--- config.mk ---
export PLATFORM = sky130hd
export DESIGN_NAME = alu_pipe_flat
export DESIGN_NICKNAME = d
export VERILOG_FILES = /design/src/rtl/alu_pipe_if.sv /design/src/rtl/alu_pipe.sv /design/src/flat_wrapper.sv
export SDC_FILE = /design/constraint.sdc
export NUM_CORES = 1
export LEC_CHECK = 0
export ABC_AREA = 1
export BUFFER_PORTS_ARGS = -buffer_cell sky130_fd_sc_hd__buf_2
export CAP_MARGIN = 40
export CORE_UTILIZATION = 40
export DETAILED_ROUTE_END_ITERATION = 6
export GPL_TIMING_DRIVEN = 0
export PLACE_DENSITY = 0.66
export SYNTH_ARGS = -nofsm -noshare
export SYNTH_HDL_FRONTEND = slang
export SYNTH_SLANG_ARGS = --single-unit
export TNS_END_PERCENT = 100
--- constraint.sdc ---
create_clock -name clk -period 5.1 [get_ports clk]
set_input_delay 0 -clock clk [delete_from_list [all_inputs] [get_ports clk]]
set_output_delay 0 -clock clk [all_outputs]
set_load 0.01 [all_outputs]
--- src/rtl/alu_pipe_if.sv ---
`default_nettype none
// ============================================================================
//  Module      : alu_pipe_if
//  Description : Handshake and data bundle for alu_pipe.
//                Input side:  in_valid/in_ready, alufn, ra, rb_or_imm, apb_op
//                Output side: out_valid/out_ready, aluout, br, apb_req,
//                             zf, cf, vf
//                master = operation producer / result consumer
//                slave  = the ALU pipeline
//  Revision    : 1.0 - initial release
// ============================================================================
interface alu_pipe_if #(
  parameter int WIDTH = 8,
  parameter int OPW   = 3
);
  logic             in_valid;
  logic             in_ready;
  logic [OPW-1:0]   alufn;
  logic [WIDTH-1:0] ra;
  logic [WIDTH-1:0] rb_or_imm;
  logic             apb_op;
  logic             out_valid;
  logic             out_ready;
  logic [WIDTH-1:0] aluout;
  logic             br;
  logic             apb_req;
  logic             zf;
  logic             cf;
  logic             vf;

  modport master (
    output in_valid, alufn, ra, rb_or_imm, apb_op, out_ready,
    input  in_ready, out_valid, aluout, br, apb_req, zf, cf, vf
  );

  modport slave (
    input  in_valid, alufn, ra, rb_or_imm, apb_op, out_ready,
    output in_ready, out_valid, aluout, br, apb_req, zf, cf, vf
  );
endinterface
`default_nettype wire

--- src/rtl/alu_pipe.sv ---
`default_nettype none
// ============================================================================
//  Module      : alu_pipe
//  Description : Two-stage pipelined ALU with valid/ready handshake and full
//                output backpressure. Stage 1 captures the operation, stage 2
//                holds the computed result and flags and drives the outputs.
//                With apb_op set, the ADD datapath produces an APB transfer
//                address and apb_req is raised.
//  Ports       : clk  - system clock, rising edge
//                rst  - asynchronous active-high reset
//                bus  - alu_pipe_if.slave (operation in, result out)
//  Parameters  : WIDTH - operand/result width (>= 4)
//                OPW   - opcode width (encodings live in the low 3 bits)
//  Options     : ALU_SAT_EN - signed saturation for ADD, ADDI and SUB
//  Revision    : 1.0 - initial release
// ============================================================================
module alu_pipe #(
  parameter int WIDTH = 8,
  parameter int OPW   = 3
) (
  input  logic        clk,
  input  logic        rst,
  alu_pipe_if.slave   bus
);

  localparam logic [2:0] c_op_add  = 3'b000;
  localparam logic [2:0] c_op_sub  = 3'b001;
  localparam logic [2:0] c_op_and  = 3'b010;
  localparam logic [2:0] c_op_or   = 3'b011;
  localparam logic [2:0] c_op_addi = 3'b100;
  localparam logic [2:0] c_op_lw   = 3'b101;
  localparam logic [2:0] c_op_sw   = 3'b110;
  localparam logic [2:0] c_op_beq  = 3'b111;

  localparam int c_msb = WIDTH - 1;

  // ---------------------------------------------------------------- stage 1
  logic             r_s1_valid;
  logic [2:0]       r_s1_op;
  logic [WIDTH-1:0] r_s1_a;
  logic [WIDTH-1:0] r_s1_b;
  logic             r_s1_apb;

  // ---------------------------------------------------------------- stage 2
  logic             r_s2_valid;
  logic [WIDTH-1:0] r_s2_out;
  logic             r_s2_br;
  logic             r_s2_apb;
  logic             r_s2_zf;
  logic             r_s2_cf;
  logic             r_s2_vf;

  // Handshake: stage 2 may load when it is empty or its result is leaving;
  // stage 1 follows stage 2, so a full pipe still accepts an op whenever the
  // consumer takes a result in the same cycle.
  logic w_s2_adv;
  logic w_s1_adv;
  logic w_in_xfer;

  assign w_s2_adv     = !r_s2_valid || bus.out_ready;
  assign w_s1_adv     = w_s2_adv;
  assign bus.in_ready = !r_s1_valid || w_s1_adv;
  assign w_in_xfer    = bus.in_valid && bus.in_ready;

  always_ff @(posedge clk or posedge rst) begin
    if (rst) begin
      r_s1_valid <= 1'b0;
      r_s1_op    <= '0;
      r_s1_a     <= '0;
      r_s1_b     <= '0;
      r_s1_apb   <= 1'b0;
    end else if (bus.in_ready) begin
      r_s1_valid <= bus.in_valid;
      if (w_in_xfer) begin
        r_s1_op  <= bus.alufn[2:0];
        r_s1_a   <= bus.ra;
        r_s1_b   <= bus.rb_or_imm;
        r_s1_apb <= bus.apb_op;
      end
    end
  end

  // ------------------------------------------------------------ execute
  // One extra bit on both the sum and the difference: the top bit is the
  // carry out for adds and the borrow for subtracts.
  logic [WIDTH:0]   w_sum;
  logic [WIDTH:0]   w_diff;
  logic             w_add_vf;
  logic             w_sub_vf;
  logic [WIDTH-1:0] w_res;
  logic             w_cf;
  logic             w_vf;
  logic             w_br;
  logic [WIDTH-1:0] w_final;

  assign w_sum    = {1'b0, r_s1_a} + {1'b0, r_s1_b};
  assign w_diff   = {1'b0, r_s1_a} - {1'b0, r_s1_b};
  assign w_add_vf = (r_s1_a[c_msb] == r_s1_b[c_msb]) && (w_sum[c_msb]  != r_s1_a[c_msb]);
  assign w_sub_vf = (r_s1_a[c_msb] != r_s1_b[c_msb]) && (w_diff[c_msb] != r_s1_a[c_msb]);

  always_comb begin
    w_res = w_sum[WIDTH-1:0];
    w_cf  = 1'b0;
    w_vf  = 1'b0;
    w_br  = 1'b0;
    if (r_s1_apb) begin
      // Address generation ignores the opcode entirely.
      w_res = w_sum[WIDTH-1:0];
      w_cf  = w_sum[WIDTH];
      w_vf  = w_add_vf;
    end else begin
      case (r_s1_op)
        c_op_add, c_op_addi, c_op_lw, c_op_sw: begin
          w_res = w_sum[WIDTH-1:0];
          w_cf  = w_sum[WIDTH];
          w_vf  = w_add_vf;
        end
        c_op_sub, c_op_beq: begin
          w_res = w_diff[WIDTH-1:0];
          w_cf  = !w_diff[WIDTH];        // no borrow <=> ra >= rb unsigned
          w_vf  = w_sub_vf;
          w_br  = (r_s1_op == c_op_beq) && (r_s1_a == r_s1_b);
        end
        c_op_and: w_res = r_s1_a & r_s1_b;
        c_op_or:  w_res = r_s1_a | r_s1_b;
        default:  w_res = w_sum[WIDTH-1:0];
      endcase
    end
  end

`ifdef ALU_SAT_EN
  // Only plain ADD/ADDI/SUB clamp; memory address ops, BEQ and APB
  // addresses must keep their wrapped value. On overflow the true result
  // has the sign of ra (both operands agree for add; for sub the sign of ra
  // is the dominant one), so ra's MSB picks the clamp direction.
  localparam logic [WIDTH-1:0] c_sat_max = {1'b0, {(WIDTH-1){1'b1}}};
  localparam logic [WIDTH-1:0] c_sat_min = {1'b1, {(WIDTH-1){1'b0}}};

  logic w_sat_ok;
  assign w_sat_ok = !r_s1_apb &&
                    ((r_s1_op == c_op_add) || (r_s1_op == c_op_addi) ||
                     (r_s1_op == c_op_sub));
  assign w_final  = (w_sat_ok && w_vf) ? (r_s1_a[c_msb] ? c_sat_min : c_sat_max)
                                       : w_res;
`else
  assign w_final = w_res;
`endif

  always_ff @(posedge clk or posedge rst) begin
    if (rst) begin
      r_s2_valid <= 1'b0;
      r_s2_out   <= '0;
      r_s2_br    <= 1'b0;
      r_s2_apb   <= 1'b0;
      r_s2_zf    <= 1'b0;
      r_s2_cf    <= 1'b0;
      r_s2_vf    <= 1'b0;
    end else if (w_s2_adv) begin
      r_s2_valid <= r_s1_valid;
      if (r_s1_valid) begin
        r_s2_out <= w_final;
        r_s2_br  <= w_br;
        r_s2_apb <= r_s1_apb;
        r_s2_zf  <= (w_final == '0);
        r_s2_cf  <= w_cf;
        r_s2_vf  <= w_vf;
      end
    end
  end

  assign bus.out_valid = r_s2_valid;
  assign bus.aluout    = r_s2_out;
  assign bus.br        = r_s2_br;
  assign bus.apb_req   = r_s2_apb;
  assign bus.zf        = r_s2_zf;
  assign bus.cf        = r_s2_cf;
  assign bus.vf        = r_s2_vf;

endmodule
`default_nettype wire

--- src/flat_wrapper.sv ---
// flat-port wrapper written by rule: the top's interface ports become plain ports
module alu_pipe_flat 
#(
  parameter int WIDTH = 8,
  parameter int OPW   = 3
)
  (clk, rst, bus_in_valid, bus_alufn, bus_ra, bus_rb_or_imm, bus_apb_op, bus_out_ready, bus_in_ready, bus_out_valid, bus_aluout, bus_br, bus_apb_req, bus_zf, bus_cf, bus_vf);
  alu_pipe_if #(.WIDTH(WIDTH), .OPW(OPW)) bus_i ();
  input  logic clk;
  input  logic rst;
  input wire logic [$bits(bus_i.in_valid)-1:0] bus_in_valid;
  input wire logic [$bits(bus_i.alufn)-1:0] bus_alufn;
  input wire logic [$bits(bus_i.ra)-1:0] bus_ra;
  input wire logic [$bits(bus_i.rb_or_imm)-1:0] bus_rb_or_imm;
  input wire logic [$bits(bus_i.apb_op)-1:0] bus_apb_op;
  input wire logic [$bits(bus_i.out_ready)-1:0] bus_out_ready;
  output wire logic [$bits(bus_i.in_ready)-1:0] bus_in_ready;
  output wire logic [$bits(bus_i.out_valid)-1:0] bus_out_valid;
  output wire logic [$bits(bus_i.aluout)-1:0] bus_aluout;
  output wire logic [$bits(bus_i.br)-1:0] bus_br;
  output wire logic [$bits(bus_i.apb_req)-1:0] bus_apb_req;
  output wire logic [$bits(bus_i.zf)-1:0] bus_zf;
  output wire logic [$bits(bus_i.cf)-1:0] bus_cf;
  output wire logic [$bits(bus_i.vf)-1:0] bus_vf;
  assign bus_i.in_valid = bus_in_valid;
  assign bus_i.alufn = bus_alufn;
  assign bus_i.ra = bus_ra;
  assign bus_i.rb_or_imm = bus_rb_or_imm;
  assign bus_i.apb_op = bus_apb_op;
  assign bus_i.out_ready = bus_out_ready;
  assign bus_in_ready = bus_i.in_ready;
  assign bus_out_valid = bus_i.out_valid;
  assign bus_aluout = bus_i.aluout;
  assign bus_br = bus_i.br;
  assign bus_apb_req = bus_i.apb_req;
  assign bus_zf = bus_i.zf;
  assign bus_cf = bus_i.cf;
  assign bus_vf = bus_i.vf;
  alu_pipe #(.WIDTH(WIDTH), .OPW(OPW)) u_core (.clk(clk), .rst(rst), .bus(bus_i));
endmodule
* Word-level counts from Yosys, hierarchy flattened
Index checks and enable logic that the tools add are counted.
** Storage, ports and cells
- Register bits :: 35
- Input port bits :: 24
- Output and inout port bits :: 15
- Word-level logic and storage cells :: 51
** Cells by class
- Add/subtract/negate cells :: 2
- Equal/unequal tests :: 12
- Mux-type cells :: 8
- Bitwise operators :: 2
- Reductions and logical operators :: 15
** Operators by type and width (number)
- $pmux W8 S4 :: 1
- $eq A3 B3 Y1 const B :: 4
- $add A8 B8 Y9 :: 1
- $sub A8 B8 Y9 :: 1
- $and A8 B8 Y8 :: 1
- $eq A8 B8 Y1 :: 1
- $logic_not A8 Y1 :: 1
- $mux W8 :: 1
- $or A8 B8 Y8 :: 1
- $eq A3 B2 Y1 const B :: 2
- $logic_and A1 B1 Y1 :: 4
- $mux W1 :: 4
- $pmux W1 S2 :: 2
- $reduce_and A2 Y1 :: 2
- $reduce_or A4 Y1 :: 1
- $eq A3 B1 Y1 const B :: 1
- $logic_not A1 Y1 :: 3
- $logic_not A3 Y1 :: 1
- $ne A1 B1 Y1 :: 3
- $logic_or A1 B1 Y1 :: 2
- $reduce_or A2 Y1 :: 1
- $eq A1 B1 Y1 :: 1

* Depth between registers and ports, before layout
Gate-level depths: netlist (run 1).
- Depth in word-level cells :: 5
- Gate-level depth with buffers :: 16
- Gate-level depth less buffers :: 16

* Least setup slack after synthesis (run 1)
No wires, ideal clock.
- Kind :: reg2reg
- Start :: register u_core.r_s1_b[0]
- End :: register u_core.r_s2_zf (netlist: u_core.bus.zf)
- Library setup time :: 0.116 ns
- Arrival :: 1.652 ns
- Data required time :: 4.984 ns
- Setup slack :: 3.332 ns
- Cell stages (with the launch flop) :: 15
- Buffers on the path :: 0
- Clock period less this slack :: 1.768 ns
- Cell sequence :: dfrtp_1 > ha_1 > inv_1 > fa_1 > nand3b_1 > nand2_1 > nand2_1 > nand2_1 > nand2_1 > nand3_1 > nand2_1 > nand2_1 > nor2_1 > nand2_1 > nand2_1
** Between the ends
- Longest elaborated chain between the ends :: 4
- Elaborated cells on any way between the ends :: 7
- Those cells by class :: add/sub: 2; mux: 2; bitwise: 2; reduce/logical: 1
** RTL lines
- from (decl) :: RTL line alu_pipe.sv:41 : logic [WIDTH-1:0] r_s1_b;
- from (signal assigned) :: RTL line alu_pipe.sv:77 : r_s1_b <= bus.rb_or_imm;
- $sub A8 B8 Y9, or another cell as far along :: RTL line alu_pipe.sv:97 : assign w_diff = {1'b0, r_s1_a} - {1'b0, r_s1_b};
- $pmux W8 S4 :: RTL line alu_pipe.sv:112 : case (r_s1_op)
- $mux W8 * :: RTL line alu_pipe.sv:106 : if (r_s1_apb) begin
- $logic_not A8 Y1 * :: RTL line alu_pipe.sv:164 : r_s2_zf <= (w_final == '0);
- to (signal assigned) :: RTL line alu_pipe.sv:164
- to (decl) :: RTL line alu_pipe.sv:49 : logic r_s2_zf;
Every way passes the cells marked *; elsewhere a longest branch is shown, timed or not.
A chain may end at the register's enable or synchronous reset.

* Worst setup path in the final report (run 1)
- Start :: register u_core.r_s1_b[1]
- End :: register u_core.r_s2_out[7] (netlist: u_core.bus.aluout[7])
** Between the ends
- Longest elaborated chain between the ends :: 3
- Elaborated cells on any way between the ends :: 4
- Those cells by class :: add/sub: 2; mux: 2
** RTL lines
- $sub A8 B8 Y9 or $add A8 B8 Y9 (tied branches) :: RTL line alu_pipe.sv:97, alu_pipe.sv:96
- $pmux W8 S4 :: RTL line alu_pipe.sv:112
- $mux W8 * :: RTL line alu_pipe.sv:106
- to (signal assigned) :: RTL line alu_pipe.sv:161 : r_s2_out <= w_final;
- to (decl) :: RTL line alu_pipe.sv:46 : logic [WIDTH-1:0] r_s2_out;
Marked as above.

==> results of run 1 <==
-- metal layers --
metal / share of wire, % / track usage [%]
met2: 47 / 37.90
met1: 47 / 28.49
met4: 1.9 / 6.429
met3: 4.2 / 3.708
met5: 0 / 0
-- placed cells by master, fill, tap and decap left out, types with 2 or more instances in the layout --
| master | Yosys | routed |
|---|---|---|
| buf_1 | 3 | 3 |
| xnor2_1 | 2 | 2 |
| nand3_1 | 30 | 30 |
| bufinv_16 | 0 | 2 |
| dfrtp_1 | 35 | 35 |
| clkbuf_1 | 2 | 3 |
| a31oi_1 | 3 | 3 |
| nand4_1 | 3 | 3 |
| ha_1 | 24 | 24 |
| clkbuf_8 | 1 | 6 |
| buf_2 | 2 | 40 |
| nand2_1 | 86 | 86 |
| a21oi_1 | 36 | 36 |
| fa_1 | 2 | 2 |
| inv_1 | 53 | 53 |
| o21ai_0 | 12 | 12 |
| dlygate4sd3_1 | 0 | 22 |
| nor2_1 | 48 | 48 |
| nor3_1 | 2 | 2 |
-- layout make-up --
cell class | instances | area [um^2]
clock inverter | 2 | 60.06
tap | 75 | 93.84
multi-input combinational | 258 | 1371
fill | 575 | 2815
sequential | 35 | 875.8
inverter | 54 | 202.7
buffer | 10 | 61.31
timing repair buffer | 61 | 437.9
clock buffer | 6 | 72.57
-- kinds of logic (layout without fill, tap and decap cells) --
logic type | count (synthesis) | count (layout) | share of synthesized area (%)
AO/OA/AOI/OAI | 56 | 56 | 11.81
XOR/XNOR | 3 | 3 | 1.047
adder cells (fa/ha/maj) | 26 | 26 | 13.55
buffers and inverters | 64 | 133 | 10.51
flip-flops | 35 | 35 | 34.88
AND/OR/NAND/NOR | 173 | 173 | 28.20
-- flip-flops by register name, summed over array words and instances, names as in the netlist --
| register | count |
|---|---|
| u_core.bus.zf | 1 |
| u_core.r_s1_apb | 1 |
| u_core.r_s1_a | 8 |
| u_core.r_s1_b | 8 |
| u_core.bus.out_valid | 1 |
| u_core.r_s1_op | 3 |
| u_core.bus.apb_req | 1 |
| u_core.r_s1_valid | 1 |
| u_core.bus.aluout | 8 |
| u_core.bus.br | 1 |
| u_core.bus.cf | 1 |
| u_core.bus.vf | 1 |
-- what timing repair did --
| item | 4_1_cts | 5_1_grt |
|---|---|---|
| hold buffers | 22 | 0 |
| gates resized for setup | 0 | 0 |
| endpoints found under the hold margin | 35 | 0 |
-- through the flow --
| stage | instance area (um^2) | instances | setup WS, ps | hold WS, ps |
|---|---|---|---|---|
| 5_1_grt | 3176 | 501 | 2810 | 163.0 |
| 2_1_floorplan | 2511 | 357 | 3332 | 154.3 |
| 4_1_cts | 3176 | 501 | 3021 | 102.6 |
| 3_3_place_gp | 2795 | 470 | 3041 | 242.4 |
| 3_5_place_dp | 2823 | 471 | 3052 | 134.8 |
| 6_report | 3176 | 501 | 3011 | 109.1 |
-- final timing paths --
check	end	start	cells past startpoint	slack, ps
min in group asynchronous	u_core.bus.out_valid	rst	3	340
min	u_core.r_s1_a[2]	bus_in_valid	4	110
max reg2reg	u_core.bus.aluout[7]	u_core.r_s1_b[1]	12	3010
max	u_core.bus.aluout[7]	u_core.r_s1_b[1]	12	3010
min reg2reg	u_core.bus.zf	u_core.bus.zf	2	470
max in group asynchronous	u_core.bus.aluout[3]	rst	4	4230
-- worst max-delay path, cell delays in order, from the launching register on --
cell	delay, ps
dfrtp_1	420
inv_1	130
ha_1	350
nor2_1	170
nand2_1	90
nand2_1	110
nand2_1	110
nand2_1	110
nand2_1	50
nand3_1	60
nand2_1	50
a21oi_1	220
o21ai_0	100
-- power by group through the flow --
stage	Sequential [mW]	Combinational, mW	Clock, mW
2_1_floorplan	0.404	0.357	0
3_3_place_gp	0.385	0.527	0
3_5_place_dp	0.387	0.534	0
4_1_cts	0.382	0.549	0.308
5_1_grt	0.390	0.626	0.319
6_report	0.382	0.555	0.303
==> flow_summary.ini, run 1 <==
[route]
vias = 2493
dr.pass1.iters = 5
first_iter_violations = 271
drc = 0
ant_nets = 0
post_drt_wl_per_cell_um = 13.53
via_per_inst = 4.976
drt_wl_total_um = 6781

[worst_setup_path]
startpoint_type = flip-flop
worstSetupEndpointType = flip-flop
crit_arrival_ps = 2270
cp.required_ps = 5280
crit_fanout = 4
criticalPathCategory = flip-flop to flip-flop

[clock_tree]
cts.path.max_buffers = 2
cts-root-buf = clkbuf_8
clk_pin_slew_ps = 80
cts_tree = built
ctsHtreeMaxLevel = 2
cts_buffers = 5
clkLatencyLatePin_ps = 290
cts_sinks = 35
postCtsSetupBuffers = 0

[timing]
setup_tns_ps = 0
rsz0062_at_grt = no
fin_crit_sh_pct = 40.96
relSlewSlack_pct = 56.18
worst_pin_slew_ps = 656.5
setup_violations = 0
min_period_ps = 2089
slew_violations = 0
max_freq_mhz = 478.7
fin_skew_ps = 6.489
finalHoldViolations = 0

[power_and_ir_drop]
clockPowerShare_pct = 24.4
total_power_mw = 1.240
peakVddDrop_mv = 0.1749
pwr-share-seq_pct = 30.8
p_comb_share_pct = 44.8
p_sw_mw = 0.4942
p_int_mw = 0.7460
p_leak_nw = 1.712
powerDensity_nw_per_um2 = 390.5
switching_share_pct = 39.85

[global_routing]
grt_pass1_wl_um = 10940
grt_max_degree = 22
antenna_found_initial = 0
grt_pass1_vias = 2346
track_usage_pct = 22.16
overflow = 0

[die]
start_util_pct = 41.92
die_w_um = 81.24
dieArea_um2 = 6599
fp.coreArea_um2 = 5991
num_rows = 28
io_pins = 39
die_height_um = 81.24

[yosys]
ys_types = 30
syn_avg_cell_area_um2 = 7.034
synth_top_area_cell = dfrtp_1
ys_warn_count = 0
yosysTopAreaCellShare_pct = 34.88
postSynth.asyncResetShare_pct = 100.0
ys_ff_latch = 35
synthesis.nets = 407
syn_area_um2 = 2511
synth_cells = 357
yosysMostFrequentCell = nand2_1
synth_area_leaders = dfrtp_1 35%, nand2_1 13%, ha_1 12%
yosys_most_used_dff = dfrtp_1
seq_area_frac_synth_pct = 34.88
synth-edff-count = 0
synth.top_cells.by_count = 86 x nand2_1, 53 x inv_1, 48 x nor2_1, 36 x a21oi_1, 35 x dfrtp_1

[placed_design]
gp_congestion = 0.9034
hpwl_um = 4963
port-buffer-count = 38

[final_layout]
nNetsFinal = 475
layout-drive-gt1-share_pct = 12.68
post-route-util_pct = 53.01
diodes = 0
area.growth.synth_to_final_pct = 26.46

[status]
status = finished clean

[job]
drv_cap = 0

[hold_path]
min_path_type = input port to flip-flop
Power figures use the tool's default switching activity.
==> run 2: changes to the inputs <==
--- a/config.mk
+++ b/config.mk
@@ -5,7 +5,7 @@
 export SDC_FILE = /design/constraint.sdc
 export NUM_CORES = 1
 export LEC_CHECK = 0
-export ABC_AREA = 1
+export ABC_AREA = 0
 export BUFFER_PORTS_ARGS = -buffer_cell sky130_fd_sc_hd__buf_2
 export CAP_MARGIN = 40
 export CORE_UTILIZATION = 40
==> constraint.sdc (replaced) <==
create_clock -name clk -period 2.1 [get_ports clk]
set_input_delay 0 -clock clk [delete_from_list [all_inputs] [get_ports clk]]
set_output_delay 0 -clock clk [all_outputs]
set_load 0.01 [all_outputs]
==> run 2 against run 1 <==
  * The flow now finishes with violations (setup timing)
  * Count of clock-buffer cells in the layout is 2 higher
  * Critical path depth is 2 lower
  * Fmax is 14% lower
  * Critical endpoint is now u_core.bus.zf
  * Largest cell class unchanged
==> flow_summary.ini, run 2 <==
[die]
start_util_pct = 42.15
fp.coreArea_um2 = 6026
io_pins = 39
die_height_um = 81.69
dieArea_um2 = 6672
num_rows = 28
die_w_um = 81.69

[timing]
setup_tns_ps = -1306
fin_skew_ps = 6.227
relSlewSlack_pct = 50.52
fin_crit_sh_pct = 116.1
slew_violations = 0
finalHoldViolations = 0
setup_violations = 6
setup_slack_ps = -337.9
rsz0062_at_grt = yes
worst_pin_slew_ps = 742.2
min_period_ps = 2438
max_freq_mhz = 410.2

[placed_design]
dp_slack_ps = -522.4
gp_congestion = 0.9355
port-buffer-count = 38
hpwl_um = 4620
placed_area_um2 = 2894

[yosys]
syn_area_um2 = 2540
synth_cells = 262
syn_avg_cell_area_um2 = 9.694
yosysTopAreaCellShare_pct = 34.48
postSynth.asyncResetShare_pct = 100.0
synth_top_area_cell = dfrtp_1
yosys_most_used_dff = dfrtp_1
seq_area_frac_synth_pct = 34.48
synth-edff-count = 0
ys_ff_latch = 35
synth_area_leaders = dfrtp_1 34%, ha_1 12%, mux2_2 11%
ys_types = 53
synth.top_cells.by_count = 35 x dfrtp_1, 25 x mux2_2, 24 x ha_1, 22 x inv_1, 17 x a21oi_1
synthesis.nets = 312
yosysMostFrequentCell = dfrtp_1
ys_warn_count = 0

[final_layout]
layout-drive-gt1-share_pct = 42.74
design_area_um2 = 3654
post-route-util_pct = 60.63
diodes = 0
area.growth.synth_to_final_pct = 43.84
layout_commonest_cell = buf_2
fillers = 526
final_cell_mix = 38 x buf_2, 33 x dfrtp_1, 24 x mux2_2
nNetsFinal = 400

[worst_setup_path]
reg2regPathDepth = 10
criticalPathCategory = flip-flop to flip-flop
cp.required_ps = 2330
crit_cells = 10
worstSetupEndpointType = flip-flop
startpoint_type = flip-flop
crit_fanout = 2
critPathMostFrequentCell = buf_6
crit_arrival_ps = 2660
crit_family = simple AND/OR/NAND/NOR gates
cpPeakStageDelay_ps = 500
worstPathCellList = buf_6, buf_6, ha_4, or4b_4, a31oi_4, a221oi_2, a31oi_2, o211ai_1, nor4_2, a32o_1
cp.buffers_inverters = 2
slowest_stage = or4b_4

[power_and_ir_drop]
p_leak_nw = 1.629
powerDensity_nw_per_um2 = 897.4
peakVddDrop_mv = 0.5903
total_power_mw = 3.279

[clock_tree]
cts_sinks = 35
clkLatencyLatePin_ps = 280
cts-root-buf = clkbuf_8
cts.path.max_buffers = 2
cts_buffers = 5
clk_pin_slew_ps = 70
ctsHtreeMaxLevel = 2
cts_tree = built

[route]
drc = 0
vias = 2305
top_layer = met4
drt_wl_total_um = 6640
dr_wl_met3_um = 321
via_per_inst = 5.411
dr.pass1.iters = 4
drt-met1-wl_um = 3129
first_iter_violations = 203
dr_wl_met2_um = 3146
ant_nets = 0
post_drt_wl_per_cell_um = 15.59

[global_routing]
overflow = 0
antenna_found_initial = 0
grt_max_degree = 21
grt_pass1_wl_um = 10520
grt_pass1_vias = 2203
track_usage_pct = 20.99

[job]
drv_cap = 0

[status]
violations = setup timing
status = finished, violations left

[hold_path]
hold_path_depth = 3
min_path_type = input port to flip-flop
## run 2: changes by cell type in the layout (fill, tap and decap cells not counted), moves of 6 or more
| cell | before | now |
|---|---|---|
| nand2b_1 | 0 | 7 |
| ha_4 | 0 | 6 |
| ha_1 | 24 | 17 |
| a21oi_1 | 36 | 10 |
| nand2_1 | 86 | 16 |
| inv_1 | 53 | 16 |
| mux2_2 | 0 | 24 |
| o21ai_0 | 12 | 6 |
| nand3_1 | 30 | 4 |
| buf_4 | 1 | 19 |
| nor2_1 | 48 | 15 |
## run 2: area by class of cell
class,count,area [um^2],share of cell area (%)
buffer,11,57.56,1.575
clock buffer,8,100.1,2.740
inverter,24,95.09,2.603
multi-input combinational,191,1810,49.55
sequential,35,878.3,24.04
tap,75,93.84,2.568
timing repair buffer,82,618.1,16.92
## run 2: timing repair
item	4_1_cts	5_1_grt
hold buffers	22	0
endpoints found under the hold margin	36	0
setup endpoints to repair	8	9
gates resized for setup	41	31
pin swaps	20	27
buffers inserted	17	10
## run 2: cell families (layout without fill, tap and decap cells)
group                    Yosys count  count (layout)  synth area share [%]
buffers and inverters             36             125                 5.862
AO/OA/AOI/OAI                     77              77                 21.63
AND/OR/NAND/NOR                   61              61                 12.86
flip-flops                        35              35                 34.48
adder cells (fa/ha/maj)           26              26                 13.40
multiplexers                      25              25                 11.08
XOR/XNOR                           2               2                0.6898
## run 2: worst min-delay path: stages
cell and delay (ps):
buf_2 80, nand2b_1 130, nand2b_1 60
## run 2: worst paths after layout
path,slack (ps),to,startpoint
setup / recovery,-340,u_core.bus.zf,u_core.r_s1_a[2]
hold / removal,30,u_core.bus.out_valid,bus_out_ready
setup reg to reg,-340,u_core.bus.zf,u_core.r_s1_a[2]
hold reg to reg,480,u_core.bus.aluout[1],u_core.bus.aluout[1]
max in group asynchronous,1190,u_core.bus.br,rst
min in group asynchronous,370,u_core.r_s1_b[5],rst
## run 2: power by group
part	switching, mW	internal [mW]	total (mW)
Sequential	0.105	0.825	0.931
Combinational	0.931	0.873	1.80
Clock	0.244	0.300	0.543
## run 2: per-layer routing
| layer | vias to the layer above | global-route usage, % |
|---|---|---|
| li1 | 1127 | - |
| met1 | 1101 | 27.91 |
| met2 | 73 | 34.33 |
| met3 | 4 | 4.556 |
| met4 | 0 | 5.614 |
| met5 | - | 0 |
## run 2: through the flow
stage	cells	hold WS, ps
after floorplan	262	108.4
after CTS	422	25.08
after global placement	375	211.2
final	426	32.88
after global routing	426	41.03
after detailed placement	376	141.9
